## src/rtl/spi_ram_pkg.sv

```systemverilog
// ============================================================================
// Module   : spi_ram_pkg
// Brief    : Command codes and TX state encoding for the SPI RAM controller.
// Revision : 1.0
// ============================================================================
`default_nettype none

package spi_ram_pkg;

  localparam logic [1:0] CMD_WR_ADDR = 2'b00;
  localparam logic [1:0] CMD_WR_DATA = 2'b01;
  localparam logic [1:0] CMD_RD_ADDR = 2'b10;
  localparam logic [1:0] CMD_RD_DATA = 2'b11;

  localparam int CMD_MSB = 9;
  localparam int CMD_LSB = 8;

  typedef enum logic [0:0] {
    TX_IDLE = 1'b0,
    TX_HOLD = 1'b1
  } tx_state_t;

endpackage

`default_nettype wire

```

## src/rtl/spi_ram_array.sv

```systemverilog
// ============================================================================
// Module   : spi_ram_array
// Brief    : Byte-wide synchronous RAM with a registered read port; accesses
//            beyond MEM_DEPTH are dropped on write and read back as zero.
// Revision : 1.0
// ============================================================================
`default_nettype none

module spi_ram_array #(
  parameter int MEM_DEPTH = 256,
  parameter int ADDR_SIZE = 8
) (
  input  logic                 clk,
  input  logic                 i_we,
  input  logic [ADDR_SIZE-1:0] i_waddr,
  input  logic [7:0]           i_wdata,
  input  logic                 i_re,
  input  logic [ADDR_SIZE-1:0] i_raddr,
  output logic [7:0]           o_rdata
);

  // One extra bit so a full 2^ADDR_SIZE depth is representable.
  localparam logic [ADDR_SIZE:0] C_DEPTH = (ADDR_SIZE+1)'(MEM_DEPTH);

  logic [7:0] r_mem [MEM_DEPTH];
  logic [7:0] r_rdata;
  logic       w_waddr_ok;
  logic       w_raddr_ok;

  assign w_waddr_ok = {1'b0, i_waddr} < C_DEPTH;
  assign w_raddr_ok = {1'b0, i_raddr} < C_DEPTH;

  always_ff @(posedge clk) begin
    if (i_we && w_waddr_ok) begin
      r_mem[i_waddr] <= i_wdata;
    end
  end

  always_ff @(posedge clk) begin
    if (i_re) begin
      r_rdata <= w_raddr_ok ? r_mem[i_raddr] : 8'h00;
    end
  end

  assign o_rdata = r_rdata;

endmodule

`default_nettype wire

```

## src/rtl/spi_ram_ctrl.sv

```systemverilog
// ============================================================================
// Module   : spi_ram_ctrl
// Brief    : Command decoder, address registers and tx_valid hold timer in
//            front of spi_ram_array. Optional macro RAM_ADDR_AUTOINC_EN.
// Revision : 1.0
// ============================================================================
`default_nettype none

module spi_ram_ctrl #(
  parameter int MEM_DEPTH = 256,
  parameter int ADDR_SIZE = 8,
  parameter int TX_HOLD   = 8
) (
  input  logic       clk,
  input  logic       rst_n,
  input  logic [9:0] din,
  input  logic       rx_valid,
  output logic [7:0] dout,
  output logic       tx_valid
);

  import spi_ram_pkg::*;

  localparam logic [3:0]           C_HOLD_LOAD = 4'(TX_HOLD - 1);
  localparam logic [ADDR_SIZE-1:0] C_ADDR_LAST = ADDR_SIZE'(MEM_DEPTH - 1);

  logic [ADDR_SIZE-1:0] r_wr_addr;
  logic [ADDR_SIZE-1:0] r_rd_addr;
  logic [3:0]           r_cnt;
  logic [3:0]           w_cnt_nxt;
  tx_state_t            r_state;
  tx_state_t            w_state_nxt;
  logic                 r_dout_vld;
  logic [1:0]           w_cmd;
  logic                 w_wr_en;
  logic                 w_rd_en;
  logic [7:0]           w_rdata;

  function automatic logic [ADDR_SIZE-1:0] addr_inc(input logic [ADDR_SIZE-1:0] a);
    return (a == C_ADDR_LAST) ? '0 : a + 1'b1;
  endfunction

  assign w_cmd   = din[CMD_MSB:CMD_LSB];
  assign w_wr_en = rx_valid && (w_cmd == CMD_WR_DATA);
  assign w_rd_en = rx_valid && (w_cmd == CMD_RD_DATA);

  always_ff @(posedge clk or negedge rst_n) begin
    if (!rst_n) begin
      r_wr_addr <= '0;
      r_rd_addr <= '0;
    end else if (rx_valid) begin
      case (w_cmd)
        CMD_WR_ADDR: r_wr_addr <= din[ADDR_SIZE-1:0];
        CMD_RD_ADDR: r_rd_addr <= din[ADDR_SIZE-1:0];
`ifdef RAM_ADDR_AUTOINC_EN
        CMD_WR_DATA: r_wr_addr <= addr_inc(r_wr_addr);
        CMD_RD_DATA: r_rd_addr <= addr_inc(r_rd_addr);
`endif
        default: ;
      endcase
    end
  end

  spi_ram_array #(
    .MEM_DEPTH (MEM_DEPTH),
    .ADDR_SIZE (ADDR_SIZE)
  ) u_array (
    .clk     (clk),
    .i_we    (w_wr_en),
    .i_waddr (r_wr_addr),
    .i_wdata (din[7:0]),
    .i_re    (w_rd_en),
    .i_raddr (r_rd_addr),
    .o_rdata (w_rdata)
  );

  // The array read register has no reset, so dout is gated until a read lands.
  always_ff @(posedge clk or negedge rst_n) begin
    if (!rst_n) begin
      r_state    <= spi_ram_pkg::TX_IDLE;
      r_cnt      <= '0;
      r_dout_vld <= 1'b0;
    end else begin
      r_state <= w_state_nxt;
      r_cnt   <= w_cnt_nxt;
      if (w_rd_en) begin
        r_dout_vld <= 1'b1;
      end
    end
  end

  always_comb begin
    w_state_nxt = r_state;
    w_cnt_nxt   = r_cnt;
    case (r_state)
      spi_ram_pkg::TX_IDLE: begin
        if (w_rd_en) begin
          w_state_nxt = spi_ram_pkg::TX_HOLD;
          w_cnt_nxt   = C_HOLD_LOAD;
        end
      end
      spi_ram_pkg::TX_HOLD: begin
        if (w_rd_en) begin
          w_cnt_nxt = C_HOLD_LOAD;
        end else if (r_cnt == 4'd0) begin
          w_state_nxt = spi_ram_pkg::TX_IDLE;
        end else begin
          w_cnt_nxt = r_cnt - 4'd1;
        end
      end
      default: w_state_nxt = spi_ram_pkg::TX_IDLE;
    endcase
  end

  assign dout     = r_dout_vld ? w_rdata : 8'h00;
  assign tx_valid = (r_state == spi_ram_pkg::TX_HOLD);

endmodule

`default_nettype wire

```

## config.mk

```make
export PLATFORM = sky130hd
export DESIGN_NAME = spi_ram_ctrl
export DESIGN_NICKNAME = d
export VERILOG_FILES = /design/src/rtl/spi_ram_pkg.sv /design/src/rtl/spi_ram_array.sv /design/src/rtl/spi_ram_ctrl.sv
export SDC_FILE = /design/constraint.sdc
export NUM_CORES = 2
export LEC_CHECK = 0
export CAP_MARGIN = 5
export CELL_PAD_IN_SITES_DETAIL_PLACEMENT = 0
export CELL_PAD_IN_SITES_GLOBAL_PLACEMENT = 2
export CORE_AREA = 2 2 453 455
export CTS_BUF_LIST = sky130_fd_sc_hd__clkbuf_16
export CTS_CLUSTER_DIAMETER = 60
export DETAILED_ROUTE_END_ITERATION = 10
export DIE_AREA = 0 0 455 457
export PLACE_DENSITY_LB_ADDON = 0.1
export SKIP_CTS_REPAIR_TIMING = 1
export SLEW_MARGIN = 20
export SYNTH_ARGS = -nofsm -noshare
export SYNTH_HDL_FRONTEND = slang
export SYNTH_SLANG_ARGS = --single-unit
```

## constraint.sdc

```tcl
create_clock -name clk -period 2.65 [get_ports clk]
set_input_delay 0.53 -clock clk [delete_from_list [all_inputs] [get_ports clk]]
set_output_delay 0.53 -clock clk [all_outputs]
set_load 0.05 [all_outputs]
```

# After elaboration in Yosys (flattened, before gate mapping)
# Memories as Yosys holds them, arrays and structs flattened. A register that Yosys moved wholly into a read port is not among the register bits.
# Index checks and enable logic that the tools add are counted.
totals:
  register_bits: 22
  mem_bits_rw: 2048
  input_bits: 13
  out_inout_bits: 9
  wordCells: 31
  n_memories: 1
op_classes:
  add_sub_neg: 1
  eq_ne: 5
  muxes: 11
  bitwise_logic: 1
  reduce_logical: 7
memory_table:
  columns: ["memory", "depth", "width", "read_ports", "rd_clocked_by_memory_dff", "wr", "line", "rtl"]
  rows:
  - ["u_array.r_mem", 256, 8, 1, 1, 1, "spi_ram_array.sv:25", "logic [7:0] r_mem [MEM_DEPTH];"]
ops:
  columns: ["op", "count"]
  rows:
  - ["$mux 4", 3]
  - ["$mux 8", 1]
  - ["$pmux 4 s2", 1]
  - ["$reduce_and 2->1", 3]
  - ["$mux 1", 5]
  - ["$eq 2x2->1 const B", 2]
  - ["$logic_not 4->1", 1]
  - ["$sub 4x1->4 const B", 1]
  - ["$ne 3x2->1 const B", 1]
  - ["$eq 2x1->1 const B", 1]
  - ["$logic_and 1x1->1", 2]
  - ["$logic_not 2->1", 1]
  - ["$ne 2x1->1 const B", 1]
  - ["$pmux 1 s2", 1]
  - ["$not 1->1", 1]

# Logic depth before layout (Yosys ltp)
depth:
  ltp_word: 4
  ltp_mapped: 12
  depth_no_buf: 7

# Modules after synthesis
# A second synthesis with hierarchy kept.
unflattened:
  hier_cells: 3806
  area_unflattened_um2: 80601.1
modules_own_cells:
  columns: ["mod", "instances", "cells_per_inst", "area_per_inst_um2", "seq_area_each_um2"]
  rows:
  - ["spi_ram_array", 1, 3733, 79636.4, 61739.2]
  - ["spi_ram_ctrl", 1, 73, 964.7, 550.5]

# Worst setup path after synthesis
# No wires, ideal clock.
synth_path:
  path_kind: "register to register"
  startpoint: "register r_rd_addr[0]"
  endpoint: "register u_array.r_rdata[2] (netlist: u_array.o_rdata[2]), read port of u_array.r_mem (data pin)"
  setup_time_ps: 265
  t_arrival_ps: 2274
  slack_ps: 112
  stages_incl_launch_ff: 8
  path_buffers: 3
  synth_period_minus_slack_ps: 2538
  cell_sequence: "dfrtp_1 -> buf_6 -> buf_4 -> buf_2 -> mux4_2 -> mux4_2 -> a211oi_1 -> nor4_2"
synth_lines:
  columns: ["element", "line", "rtl"]
  rows:
  - ["start: declaration", "spi_ram_ctrl.sv:28", "logic [ADDR_SIZE-1:0] r_rd_addr;"]
  - ["start signal: assignment", "spi_ram_ctrl.sv:54", "CMD_RD_ADDR: r_rd_addr <= din[ADDR_SIZE-1:0];"]
  - ["end: declaration", "spi_ram_array.sv:26", "logic [7:0] r_rdata;"]

==> results.md <==
- DP Area: 89600 µm²
- Vias: 41087
- Largest area contributor in the netlist: edfxtp_1
- Clock skew: 33.8 ps
- CTS tree: yes
- Die ar.: 208000 µm²
- CP max stage cell: dfrtp_4
- Min Hold Slack: 196 ps
- Final worst slack: -499 ps
- Async SR Flop Fraction: 1.06%
- Mapped Nets: 3791
- Syn avg cell area: 21.4 µm²
- CP arrival: 3750 ps
- Number of global-route vias before repair: 42500
- Vias per cell: 5.49
- Cells after Synth: 3776
- # Max-Cap Violations: 0
- DRT antenna net count: 0
- Post-Synthesis Cell Area: 80900 µm²
- Non-Filler Instances: 7483
- CP Capture Type: flop
- Port Buffers: 21
- Synth cell count leaders: edfxtp_1, mux4_2, nor2_1, mux2i_1, clkbuf_1
- Worst Tran Pin Value: 1220 ps
- F_max: 0.318 GHz
- Total CTS buffers: 221
- Crit Path Max Fanout: 8
- Synth Flop Type: edfxtp_1
- DRC errors left: 0
- Max H-tree Level: 4
- Layout fillers: 16495
- Starting Density: 39.8%
- Critical path class: reg -> reg
- GRT Overall Usage: 21.6%
- Failing checks: negative setup slack
- Run status: complete, but fails checks
- Placed cells: 6995
- Final net count: 4614
- Synthesized flop and latch total: 2078
- Final instance area: 98900 µm²
- Ratio of cells with drive above 1 in the final layout: 36.8%
- Leakage: 32.7 nW
- Max-slew violation count: 0
- Synth area leaders: edfxtp_1, mux4_2, mux2i_1
- Worst vdd ir: 636 µV
- Area Growth Syn to Fin: 22.3%
- Pin count of the biggest net entering global routing: 86
- Final Util: 48.6%
- Placed wire-length estimate: 148000 µm
- Pwr Density: 827 nW/µm²
- Minimum clock period: 3150 ps
- Endpoints failing setup: 9
- EDFF count, synth: 2056
- Library cells used by synthesis: 59
- Die extent in x: 455 µm
- Die Ht: 457 µm
- Tcrit/Tclk final: 119%
- Worst-Skew Late Latency: 860 ps
- Clock root cell: clkbuf_16
- WL per Instance: 30.4 µm
- Most frequent cell after synthesis: edfxtp_1
- RSZ-0062 raised after global routing: true
- Final hold violations: 0
- Slew HR: 18.3%
- Yosys Warn Count: 0
- Critical Path RT: 3250 ps
- Initial DRC count: 4122
- Grt total ovfl: 0
- Global-route wire length before repair: 318000 µm
- Startpoint Class: flop
- Top Ports: 22
- Initial antenna violation count: 8
- Clock transition at path regs: 60 ps
- CTS Buffer Depth: 3
- GPL Wtd Cong: 0.836
- Core area: 203000 µm²
- Worst hold-check path type: in -> reg
- Pre-antenna DRT Iters: 5
- # rows: 166
- Crit-path max cell delay: 500 ps
- Yosys top cell area share: 76.3%
- Most used cell, CP: buf_16
- CP Cell Sequence: buf_12 -> buf_16 -> buf_16 -> buf_8 -> mux4_2 -> mux2i_4 -> nor2_1 -> a311oi_1 -> nand4_1 -> and3_1
- Clock Sink Count: 2078
- Routed wire length: 228000 µm
- Register area share after synthesis: 77.0%
==> critical path: cells and delay by family (launching register included) <==
family,cells,cell delay (ps)
DFF,1,500
muxes,2,730
buffers and inverters,4,610
AOI/OAI and AO/OA,1,220
and+or+nand+nor,3,810
==> metal layers <==
metal  GRT usage (%)  part of all wire (%)  up-vias
li1                -                     -    17508
met1            30.4                    43    22121
met2            35.5                    50     1197
met3            3.37                   5.3      261
met4            5.10                   2.1        0
met5               0                     0        -
==> cell type report <==
class / count / area (µm²) / share of cell area, %
sequential: 2078 / 62300 / 63.0
multi-input combinational: 1461 / 17700 / 17.9
timing repair buffer: 831 / 7920 / 8.01
clock buffer: 228 / 5710 / 5.77
tap: 2688 / 3360 / 3.40
clock inverter: 189 / 1810 / 1.83
inverter: 6 / 22.5 / 0.0228
antenna: 2 / 5.00 / 0.00506
==> path summary, 6_finish.rpt <==
check,from,end,slack [ps],cells past startpoint
worst max-delay path,r_rd_addr[0],u_array.o_rdata[1],-500,10
worst min-delay path,din[3],u_array.r_mem[86][3],200,1
worst max register to register,r_rd_addr[0],u_array.o_rdata[1],-500,10
worst min register to register,r_cnt[3],r_cnt[3],550,2
max in group asynchronous,rst_n,r_rd_addr[0],1630,1
min in group asynchronous,rst_n,tx_valid,250,1
==> logic make-up (layout without fill, tap and decap cells) <==
family	Yosys count	in the layout	synth area share [%]
other cells	0	2	0
buf+inv	237	1254	1.88
compound gates	311	311	2.83
xor+xnor	3	3	0.0325
fa+ha+maj	2	2	0.0309
flops	2078	2078	77.0
simple gates	485	485	2.67
mux	660	660	15.5
==> layout by cell type, fill, tap and decap left out, drive strengths merged, types with 16 or more instances in the layout <==
| master | synthesis | final |
|---|---|---|
| mux2 | 16 | 16 |
| buf | 128 | 801 |
| dfrtp | 22 | 22 |
| inv | 6 | 63 |
| mux2i | 171 | 171 |
| nand2 | 70 | 70 |
| o221ai | 37 | 37 |
| clkinv | 0 | 90 |
| a221oi | 35 | 35 |
| and2 | 16 | 16 |
| mux4 | 473 | 473 |
| clkbuf | 103 | 246 |
| a21oi | 29 | 29 |
| bufinv | 0 | 33 |
| o22ai | 58 | 58 |
| a211oi | 22 | 22 |
| nor3 | 18 | 18 |
| o21ai | 26 | 26 |
| edfxtp | 2056 | 2056 |
| nor2 | 279 | 279 |
| a22oi | 42 | 42 |
| nor2b | 18 | 18 |
| a22o | 29 | 29 |
| nand3 | 26 | 26 |
==> stage by stage <==
step	power, mW	setup slack [ps]	setup TNS [ps]
final	81.7	-499	-3430
after global routing	84.3	-527	-3660
after CTS	81.3	-1230	-9100
after detailed placement	49.7	-1220	-9320
after global placement	49.6	-1290	-9430
after floorplan	43.8	112	0
==> state kept, by name, indices dropped and copies added (netlist names) <==
signal           flops
u_array.r_mem     2048
r_rd_addr            8
r_wr_addr            8
u_array.o_rdata      8
r_cnt                4
r_dout_vld           1
tx_valid             1
==> power breakdown <==
group | internal, mW | switching, mW | leakage, nW
Sequential | 36.3 | 0.196 | 18.7
Clock | 18.8 | 12.8 | 3.84
Combinational | 6.29 | 7.39 | 10.2
Total | 61.4 | 20.4 | 32.7
Note: power is estimated with default switching activity, not from simulation.
